File: config.mk
export PLATFORM = sky130hd
export DESIGN_NAME = hpdl1414_writer
export DESIGN_NICKNAME = d
export VERILOG_FILES = /design/src/rtl/hpdl1414_pkg.sv /design/src/rtl/hpdl1414_phase_timer.sv /design/src/rtl/hpdl1414_writer.sv
export SDC_FILE = /design/constraint.sdc
export NUM_CORES = 1
export LEC_CHECK = 0
export ABC_AREA = 1
export CAP_MARGIN = 20
export CORE_MARGIN = 1
export CORE_UTILIZATION = 30
export CTS_BUF_LIST = sky130_fd_sc_hd__clkbuf_16
export CTS_CLUSTER_DIAMETER = 120
export DETAILED_ROUTE_END_ITERATION = 12
export GPL_TIMING_DRIVEN = 0
export PLACE_DENSITY = 0.44
export SLEW_MARGIN = 40
export SYNTH_ARGS = -nofsm -noshare
export SYNTH_HDL_FRONTEND = slang
export SYNTH_SLANG_ARGS = --single-unit
File: constraint.sdc
create_clock -name CLK_i -period 4.5 [get_ports CLK_i]
set_input_delay 0.45 -clock CLK_i [delete_from_list [all_inputs] [get_ports CLK_i]]
set_output_delay 0.45 -clock CLK_i [all_outputs]
set_load 0.01 [all_outputs]
File: src/rtl/hpdl1414_pkg.sv
// ============================================================================
//  Module      : hpdl1414_pkg
//  Description : Shared types, constants and the character-fold helper for
//                the HPDL1414 display write sequencer.
//  Revision    : 1.0 - initial release
// ============================================================================
`default_nettype none

package hpdl1414_pkg;

    localparam int         NUM_POS    = 16;
    localparam int         NUM_DISP   = 4;
    localparam logic [6:0] CHAR_BLANK = 7'h20;

    typedef enum logic [1:0] {
        ST_IDLE  = 2'd0,
        ST_SETUP = 2'd1,
        ST_PULSE = 2'd2,
        ST_HOLD  = 2'd3
    } hpdl_state_t;

    // The HPDL1414 font only covers 0x20-0x5F. Lowercase is shifted to
    // uppercase and control codes are shown as blanks.
    function automatic logic [6:0] fold_char(input logic [6:0] c);
        logic [6:0] r;
        r = c;
        if (c < 7'h20) begin
            r = CHAR_BLANK;
        end else if (c >= 7'h60) begin
            r = c - 7'h20;
        end
        return r;
    endfunction

endpackage

`default_nettype wire

File: src/rtl/hpdl1414_phase_timer.sv
// ============================================================================
//  Module      : hpdl1414_phase_timer
//  Description : Down-counter timing one write phase. Loading N-1 makes
//                o_done assert N cycles later (in the Nth cycle of the phase).
//  Ports       : clk, rst (async, active-high), i_load, i_load_val, o_done
//  Revision    : 1.0 - initial release
// ============================================================================
`default_nettype none

module hpdl1414_phase_timer #(
    parameter int WIDTH = 2
) (
    input  wire logic             clk,
    input  wire logic             rst,
    input  wire logic             i_load,
    input  wire logic [WIDTH-1:0] i_load_val,
    output logic                  o_done
);

    logic [WIDTH-1:0] r_cnt;

    always_ff @(posedge clk or posedge rst) begin
        if (rst) begin
            r_cnt <= '0;
        end else if (i_load) begin
            r_cnt <= i_load_val;
        end else if (r_cnt != '0) begin
            r_cnt <= r_cnt - 1'b1;
        end
    end

    assign o_done = (r_cnt == '0);

endmodule

`default_nettype wire

File: src/rtl/hpdl1414_writer.sv
// ============================================================================
//  Module      : hpdl1414_writer
//  Description : Write sequencer for a 4x HPDL1414 array (16 positions).
//                Character writes land in a shadow buffer with dirty bits;
//                a scan FSM replays dirty positions onto the display bus
//                with programmable setup / pulse / hold timing.
//  Ports       : CLK_i, RST_i (async, active-high)
//                in_valid, in_ready, in_pos[3:0], in_char[6:0]
//                HPDL_D[6:0], HPDL_A[1:0], HPDL_WR_n[3:0], busy
//  Options     : HPDL1414_CLEAR_ON_RESET_EN - mark all positions dirty at
//                reset so every display is blanked before normal service.
//  Revision    : 1.0 - initial release
// ============================================================================
`default_nettype none

module hpdl1414_writer
    import hpdl1414_pkg::*;
#(
    parameter int SETUP_CYC = 1,   // must be >= 1
    parameter int PULSE_CYC = 2,   // must be >= 1
    parameter int HOLD_CYC  = 1    // must be >= 1
) (
    input  wire logic       CLK_i,
    input  wire logic       RST_i,
    input  wire logic       in_valid,
    output logic            in_ready,
    input  wire logic [3:0] in_pos,
    input  wire logic [6:0] in_char,
    output logic [6:0]      HPDL_D,
    output logic [1:0]      HPDL_A,
    output logic [3:0]      HPDL_WR_n,
    output logic            busy
);

    localparam int c_MAX_CYC = (SETUP_CYC > PULSE_CYC) ?
                               ((SETUP_CYC > HOLD_CYC) ? SETUP_CYC : HOLD_CYC) :
                               ((PULSE_CYC > HOLD_CYC) ? PULSE_CYC : HOLD_CYC);
    // Timer holds values up to c_MAX_CYC-1.
    localparam int c_CNT_W   = (c_MAX_CYC > 1) ? $clog2(c_MAX_CYC) : 1;

`ifdef HPDL1414_CLEAR_ON_RESET_EN
    localparam logic [NUM_POS-1:0] c_DIRTY_RST = '1;
`else
    localparam logic [NUM_POS-1:0] c_DIRTY_RST = '0;
`endif

    // ------------------------------------------------------------------
    // State
    // ------------------------------------------------------------------
    hpdl_state_t         r_state;
    hpdl_state_t         w_state_next;
    logic [3:0]          r_scan;
    logic [NUM_POS-1:0]  r_dirty;
    logic [NUM_POS-1:0]  w_dirty_next;
    logic [6:0]          r_buf [NUM_POS];
    logic [6:0]          r_hpdl_d;
    logic [1:0]          r_hpdl_a;
    logic [3:0]          r_wr_n;
    logic                r_busy;
    logic                r_in_ready;

    logic                w_accept;
    logic                w_latch;
    logic                w_wr_assert;
    logic                w_wr_release;
    logic                w_scan_inc;
    logic                w_tmr_load;
    logic [c_CNT_W-1:0]  w_tmr_val;
    logic                w_tmr_done;

    assign w_accept = in_valid & r_in_ready;

    // ------------------------------------------------------------------
    // Phase timer
    // ------------------------------------------------------------------
    hpdl1414_phase_timer #(
        .WIDTH      (c_CNT_W)
    ) u_phase_timer (
        .clk        (CLK_i),
        .rst        (RST_i),
        .i_load     (w_tmr_load),
        .i_load_val (w_tmr_val),
        .o_done     (w_tmr_done)
    );

    // ------------------------------------------------------------------
    // FSM: state register
    // ------------------------------------------------------------------
    always_ff @(posedge CLK_i or posedge RST_i) begin
        if (RST_i) begin
            r_state <= ST_IDLE;
        end else begin
            r_state <= w_state_next;
        end
    end

    // ------------------------------------------------------------------
    // FSM: next state and control strobes
    // ------------------------------------------------------------------
    always_comb begin
        w_state_next = r_state;
        w_latch      = 1'b0;
        w_wr_assert  = 1'b0;
        w_wr_release = 1'b0;
        w_scan_inc   = 1'b0;
        w_tmr_load   = 1'b0;
        w_tmr_val    = '0;
        unique case (r_state)
            ST_IDLE: begin
                if (r_dirty[r_scan]) begin
                    w_latch      = 1'b1;
                    w_tmr_load   = 1'b1;
                    w_tmr_val    = c_CNT_W'(SETUP_CYC - 1);
                    w_state_next = ST_SETUP;
                end else begin
                    w_scan_inc   = 1'b1;
                end
            end
            ST_SETUP: begin
                if (w_tmr_done) begin
                    w_wr_assert  = 1'b1;
                    w_tmr_load   = 1'b1;
                    w_tmr_val    = c_CNT_W'(PULSE_CYC - 1);
                    w_state_next = ST_PULSE;
                end
            end
            ST_PULSE: begin
                if (w_tmr_done) begin
                    w_wr_release = 1'b1;
                    w_tmr_load   = 1'b1;
                    w_tmr_val    = c_CNT_W'(HOLD_CYC - 1);
                    w_state_next = ST_HOLD;
                end
            end
            ST_HOLD: begin
                if (w_tmr_done) begin
                    w_scan_inc   = 1'b1;
                    w_state_next = ST_IDLE;
                end
            end
            default: begin
                w_state_next = ST_IDLE;
            end
        endcase
    end

    // Set is applied after clear so a write racing the IDLE latch of the
    // same position keeps it dirty for a later pass.
    always_comb begin
        w_dirty_next = r_dirty;
        if (w_latch) begin
            w_dirty_next[r_scan] = 1'b0;
        end
        if (w_accept) begin
            w_dirty_next[in_pos] = 1'b1;
        end
    end

    // ------------------------------------------------------------------
    // Datapath registers
    // ------------------------------------------------------------------
    always_ff @(posedge CLK_i or posedge RST_i) begin
        if (RST_i) begin
            r_scan     <= '0;
            r_dirty    <= c_DIRTY_RST;
            r_hpdl_d   <= '0;
            r_hpdl_a   <= '0;
            r_wr_n     <= 4'b1111;
            r_busy     <= 1'b0;
            r_in_ready <= 1'b0;
            for (int i = 0; i < NUM_POS; i++) begin
                r_buf[i] <= CHAR_BLANK;
            end
        end else begin
            r_in_ready <= 1'b1;
            r_dirty    <= w_dirty_next;
            r_busy     <= (|w_dirty_next) || (w_state_next != ST_IDLE);

            if (w_accept) begin
                r_buf[in_pos] <= fold_char(in_char);
            end

            // The buffer is read before this cycle's write lands, so a
            // same-cycle write to the scanned position is picked up on
            // the next pass through its dirty bit.
            if (w_latch) begin
                r_hpdl_d <= r_buf[r_scan];
                r_hpdl_a <= ~r_scan[1:0];
            end

            // scan is frozen during SETUP/PULSE/HOLD, so its upper bits
            // still select the display being strobed.
            if (w_wr_assert) begin
                r_wr_n <= ~(4'b0001 << r_scan[3:2]);
            end else if (w_wr_release) begin
                r_wr_n <= 4'b1111;
            end

            if (w_scan_inc) begin
                r_scan <= r_scan + 4'd1;
            end
        end
    end

    assign in_ready  = r_in_ready;
    assign HPDL_D    = r_hpdl_d;
    assign HPDL_A    = r_hpdl_a;
    assign HPDL_WR_n = r_wr_n;
    assign busy      = r_busy;

endmodule

`default_nettype wire

# Yosys cells after proc, flatten, opt, wreduce, memory -nomap -nowiden
# Index checks and enable logic that the tools add are counted.
dict set report totals {
  register_bits 150
  output_inout_bits 15
  inputBits 14
  wordCells 92
}
dict set report classes {
  n_eq_ne 3
  magnitude_cmp 9
  bitwise 8
  n_mux 34
  add_sub_neg 3
  reduce_logical 9
  n_shift 1
}
# operator count
set ops {}
lappend ops {{$bwmux W112} 1}
lappend ops {{$mux W7} 6}
lappend ops {{$mux W16} 2}
lappend ops {{$bmux W7 S4} 1}
lappend ops {{$demux W7 S4} 1}
lappend ops {{$and A16 B16 Y16} 1}
lappend ops {{$not A16 Y16} 1}
lappend ops {{$or A16 B16 Y16} 1}
lappend ops {{$reduce_or A16 Y1} 1}
lappend ops {{$mux W1} 11}
lappend ops {{$ge A5 B5 Y1 const B} 2}
lappend ops {{$lt A4 B5 Y1 const B} 2}
lappend ops {{$not A4 Y5} 2}
lappend ops {{$demux W1 S4} 2}
lappend ops {{$ge A4 B1 Y1 const B} 2}
lappend ops {{$mux W2} 4}
lappend ops {{$mux W4} 2}
lappend ops {{$pmux W2 S4} 1}
lappend ops {{$ge A7 B7 Y1 const B} 1}
lappend ops {{$lt A7 B6 Y1 const B} 1}
lappend ops {{$sub A7 B6 Y7 const B} 1}
lappend ops {{$lt A5 B1 Y1 const B} 1}
lappend ops {{$add A4 B1 Y4 const B} 1}
lappend ops {{$bmux W1 S4} 1}
lappend ops {{13 further kinds} 18}

# Logic depth before layout (Yosys ltp)
dict set report logic_depth {
  word_depth 11
  ltp_mapped 16
  mapped_depth_nobuf 14
}

# By module
# A second synthesis with hierarchy kept.
dict set report unflattened {
  cells_unflattened 856
  area_unflattened_um2 7018.0
}
# mod seq_area_each_um2 area_per_inst_um2 n_inst cells_per_inst
set modules_own_cells {}
lappend modules_own_cells {hpdl1414_writer 3753.6 6977.9 1 851}
lappend modules_own_cells {hpdl1414_phase_timer 25.0 40.0 1 5}

# Worst setup path after synthesis
# Ideal clock, no wire load.
dict set report synth_path {
  path_kind {reg2reg}
  from {register r_scan[0]}
  to {register r_busy (netlist: busy)}
  setup_slack_ps 2598
  stages_incl_launch_ff 14
  period_less_slack_ps 1902
  arrival_ps 1784
  t_required_ps 4381
  cell_sequence {dfrtp_1 -> inv_2 -> buf_6 -> buf_2 -> buf_2 -> ha_1 -> inv_1 -> o21ai_0 -> nand3b_1 -> nand3_2 -> nor2_1 -> nand2_1 -> nor2_1 -> nand2_1}
}
dict set report synth_between {
  elab_chain_len 11
}
# element line
set synth_rtl {}
lappend synth_rtl {{start: declaration} hpdl1414_writer.sv:52} ;# logic [3:0] r_scan;
lappend synth_rtl {{start signal: assignment} hpdl1414_writer.sv:200} ;# r_scan <= r_scan + 4'd1;
lappend synth_rtl {{$lt A4 B5 Y1 (implied by the code) or $ge A4 B1 Y1 (tied branches)} hpdl1414_writer.sv:152} ;# w_dirty_next[r_scan] = 1'b0;
lappend synth_rtl {{$logic_and A1 B1 Y1 (implied by the code)} hpdl1414_writer.sv:152}
lappend synth_rtl {{$mux W1 (implied by the code)} hpdl1414_writer.sv:152}
lappend synth_rtl {{$demux W1 S4} hpdl1414_writer.sv:152}
lappend synth_rtl {{$not A16 Y16 (no line)} --}
lappend synth_rtl {{$and A16 B16 Y16 (no line)} --}
lappend synth_rtl {{$mux W16 *} hpdl1414_writer.sv:151} ;# if (w_latch) begin
lappend synth_rtl {{$or A16 B16 Y16 (no line)} --}
lappend synth_rtl {{$mux W16 *} hpdl1414_writer.sv:154} ;# if (w_accept) begin
lappend synth_rtl {{named net w_dirty_next[12]} hpdl1414_writer.sv:54} ;# logic [NUM_POS-1:0] w_dirty_next;
lappend synth_rtl {{$reduce_or A16 Y1 *} hpdl1414_writer.sv:177} ;# r_busy <= (|w_dirty_next) || (w_state_next != ST_IDLE);
lappend synth_rtl {{$logic_or A1 B1 Y1 *} hpdl1414_writer.sv:177}
lappend synth_rtl {{end signal: assignment} hpdl1414_writer.sv:177}
lappend synth_rtl {{end: declaration} hpdl1414_writer.sv:59} ;# logic r_busy;
# Mark *: on every way through the listed nets, which the timed path passes. The rest lies on a longest branch. The select of a mux whose other input is x is not followed.
# A chain may end at the register's enable or synchronous reset.

# Final worst setup path
dict set report layout_path {
  from {input port in_char[6]}
  to {register r_buf[6] (netlist bit)}
}
dict set report layout_between {
  elab_chain_len 5
}
# element line
set layout_rtl {}
lappend layout_rtl {{start: declaration} hpdl1414_writer.sv:28} ;# input wire logic [6:0] in_char,
lappend layout_rtl {{$sub A7 B6 Y7 or $ge A7 B7 Y1 (tied branches)} {hpdl1414_pkg.sv:30, hpdl1414_pkg.sv:29}}
lappend layout_rtl {{$mux W7} hpdl1414_pkg.sv:29} ;# end else if (c >= 7'h60) begin
lappend layout_rtl {{$mux W7 *} hpdl1414_pkg.sv:27} ;# if (c < 7'h20) begin
lappend layout_rtl {{$mux W7 *} hpdl1414_writer.sv:179} ;# if (w_accept) begin
lappend layout_rtl {{$bwmux W112 *} hpdl1414_writer.sv:180} ;# r_buf[in_pos] <= fold_char(in_char);
lappend layout_rtl {{end signal: indexed assignment} hpdl1414_writer.sv:180}
lappend layout_rtl {{end: declaration} hpdl1414_writer.sv:55} ;# logic [6:0] r_buf [NUM_POS];
# Mark *: on every way between the ends. The rest lies on a longest branch, timed or not. The select of a mux whose other input is x is not followed.

==> qor.yml <==
status: "finished clean"
cts_tree: "yes"
syn_nets: 883
fin_ws_ns: 1.63
max_cap_viol_count: 0
drive_gt1_frac: 0.0946
rsz0062_at_grt: "no"
ioPinCount: 29
synthArstFlopShare: 1.00
dr.pass1.iters: 4
fin_skew_ns: 0.0144
viasPerCell: 4.71
cp-startpoint: "in_char[6]"
cts-root-buf: "clkbuf_16"
clk_path_buf_depth: 2
ys_top_cells_by_area: "dfrtp_1 (46%), o21ai_0 (13%), nand2_1 (11%)"
yosys.area_share.xor_xnor: 0.00246
p_leak_nw: 3.79
cts_made_buffers: 17
drtIter0Drc: 379
clkLatencyLatePin_ns: 0.43
die_area_sq_mm: 0.0244
die_y_microns: 156
io_buffer_count: 28
syn_inst: 859
fp.dieW_microns: 156
tightest_slew_ns: 0.689
yosysTopAreaCell: "dfrtp_1"
hold_path_class: "in2async"
slew_headroom: 0.541
reg2reg_from: "r_scan[1]$_DFFE_PP0P_"
antennaDiodeCount: 0
place_congestion: 0.867
fillers: 2514
ys.flop_type: "dfrtp_1"
grt_pass1_wl_microns: 33600
synth_warnings: 0
cts_hold_buffers: 0
wire_per_inst_microns: 16.9
yosysTopAreaCellShare: 0.456
rows: 56
ant_nets: 0
synthAdderAreaFrac: 0.0175
synth_edf_count: 0
synth-simple-area-share: 0.200
post-route-util: 0.360
grt_start_max_net_pins: 66
final_area_sq_mm: 0.00842
ys_types: 37
powerDensity_mw_per_mm2: 652
post_dp_cell_area_sq_mm: 0.00788
period_share: 0.638
place_hpwl_microns: 15800
clock.fmax_mhz: 348
post_cts_buffers: 0
crit_arrival_ns: 3.15
htree_levels: 4
seq_area_frac_synth: 0.530
syn_avg_cell_area_sq_um: 8.30
grt_usage: 0.185
crit_type: "in2reg"
initial_core_util: 0.305
antenna_found_initial: 0
synth.area.mux_share: 0
post-place-ws_ns: 1.15
finalWirelength_microns: 21000
synth_top_family_by_area: "simple AND/OR/NAND/NOR gates"
synth_compound_area_frac: 0.187
cp_max_fo: 10
cp_data_required_time_ns: 4.77
synth_common_cells: "nand2_1 (217), o21ai_0 (188), dfrtp_1 (130)"
grt_pass1_vias: 5799
maxSlewViolCount: 0
grt_overflow: 0
dr_total_vias: 5832
worst_hold_slack_ns: 0.412
vdd_drop_max_v: 0.000275
drcViolationCount: 0
cts_sinks: 150
synth_area_sq_mm: 0.00713
ctsResizeCount: 0
period_needed_ns: 2.87
final-setup-viol-count: 0
cp-end-kind: "flop"
synthMostInstantiatedCell: "nand2_1"
hold_viol: 0
start_kind: "primary input"
design.core.area_sq_mm: 0.0234
clk_pin_slew_ns: 0.06
area_growth_pct: 18.1
synth-seq-cells: 150
nNetsFinal: 932
worst max-delay path, stage by stage:
cell and delay, ns:
clkdlybuf4s50_1 0.74, clkbuf_1 0.43, inv_1 0.09, ha_1 0.29
inv_1 0.04, o221ai_2 0.43, clkbuf_1 0.47, o21ai_0 0.17
layer usage:
layer / up-vias / share of wire / global-route usage
li1: 2954 / - / -
met1: 2795 / 0.49 / 0.250
met2: 71 / 0.48 / 0.305
met3: 12 / 0.020 / 0.0322
met5: - / 0 / 0
met4: 0 / 0.011 / 0.0448
path summary, 6_finish.rpt:
check | endpoint | slack [ns] | cells after the start
worst max-delay path | r_buf[6]$_DFFE_PP0P_ | 1.63 | 8
worst min-delay path | r_dirty[13]$_DFF_PP0_ | 0.41 | 2
worst max register to register | busy$_DFF_PP0_ | 1.91 | 13
worst min register to register | u_phase_timer.r_cnt$_DFF_PP0_ | 0.48 | 1
max in group asynchronous | r_buf[12]$_DFFE_PP1P_ | 3.14 | 4
min in group CLK_i | u_phase_timer.r_cnt$_DFF_PP0_ | 0.48 | 1
registers in the layout (all words and copies together) (netlist names):
signal	cells
u_phase_timer.r_cnt	1
HPDL_D	7
r_buf	112
r_dirty	16
r_state	2
in_ready	1
HPDL_A	2
HPDL_WR_n	4
r_scan	4
busy	1
metrics by stage:
step / setup TNS, ns / cells / power, W
after floorplan: 0 / 859 / 0.00340
after global placement: -359.87 / 1206 / 0.00420
after detailed placement: 0 / 1208 / 0.00420
after CTS: 0 / 1239 / 0.00557
after global routing: 0 / 1239 / 0.00592
final: 0 / 1239 / 0.00549
final cells by class:
cell class	instances	area (sq um)	area share
flip-flops and latches	150	3780	0.449
multi-input cells	601	2910	0.345
clock buffers	17	425	0.0505
well taps	319	399	0.0474
repair buffers	30	335	0.0398
plain buffers	55	254	0.0302
inverters	53	206	0.0245
clock inverters	14	118	0.0140
kinds of logic after synthesis:
kind of cell	after synthesis
AO/OA/AOI/OAI	245
XOR/XNOR	2
adder cells (fa/ha/maj)	10
buffers and inverters	108
flip-flops	150
other	1
AND/OR/NAND/NOR	343
cells in the final DEF (no fill, tap or decap), types with 7 or more instances in the layout:
master / count
a221oi_1: 7
buf_2: 8
ha_1: 10
nor2_1: 79
inv_1: 48
nand2_1: 217
clkbuf_16: 17
nand3_1: 24
a21oi_1: 11
dfrtp_1: 130
o21ai_0: 188
clkbuf_1: 41
dfstp_2: 20
o22ai_1: 29
clkdlybuf4s50_1: 28
power by group:
| part | switching (W) | leakage (nW) | internal [W] | total (W) |
|---|---|---|---|---|
| clock network | 0.000630 | 0.255 | 0.000718 | 0.00135 |
| logic | 0.00149 | 1.65 | 0.000790 | 0.00228 |
| registers | 0.000186 | 1.89 | 0.00168 | 0.00187 |
Power figures use the tool's default switching activity.
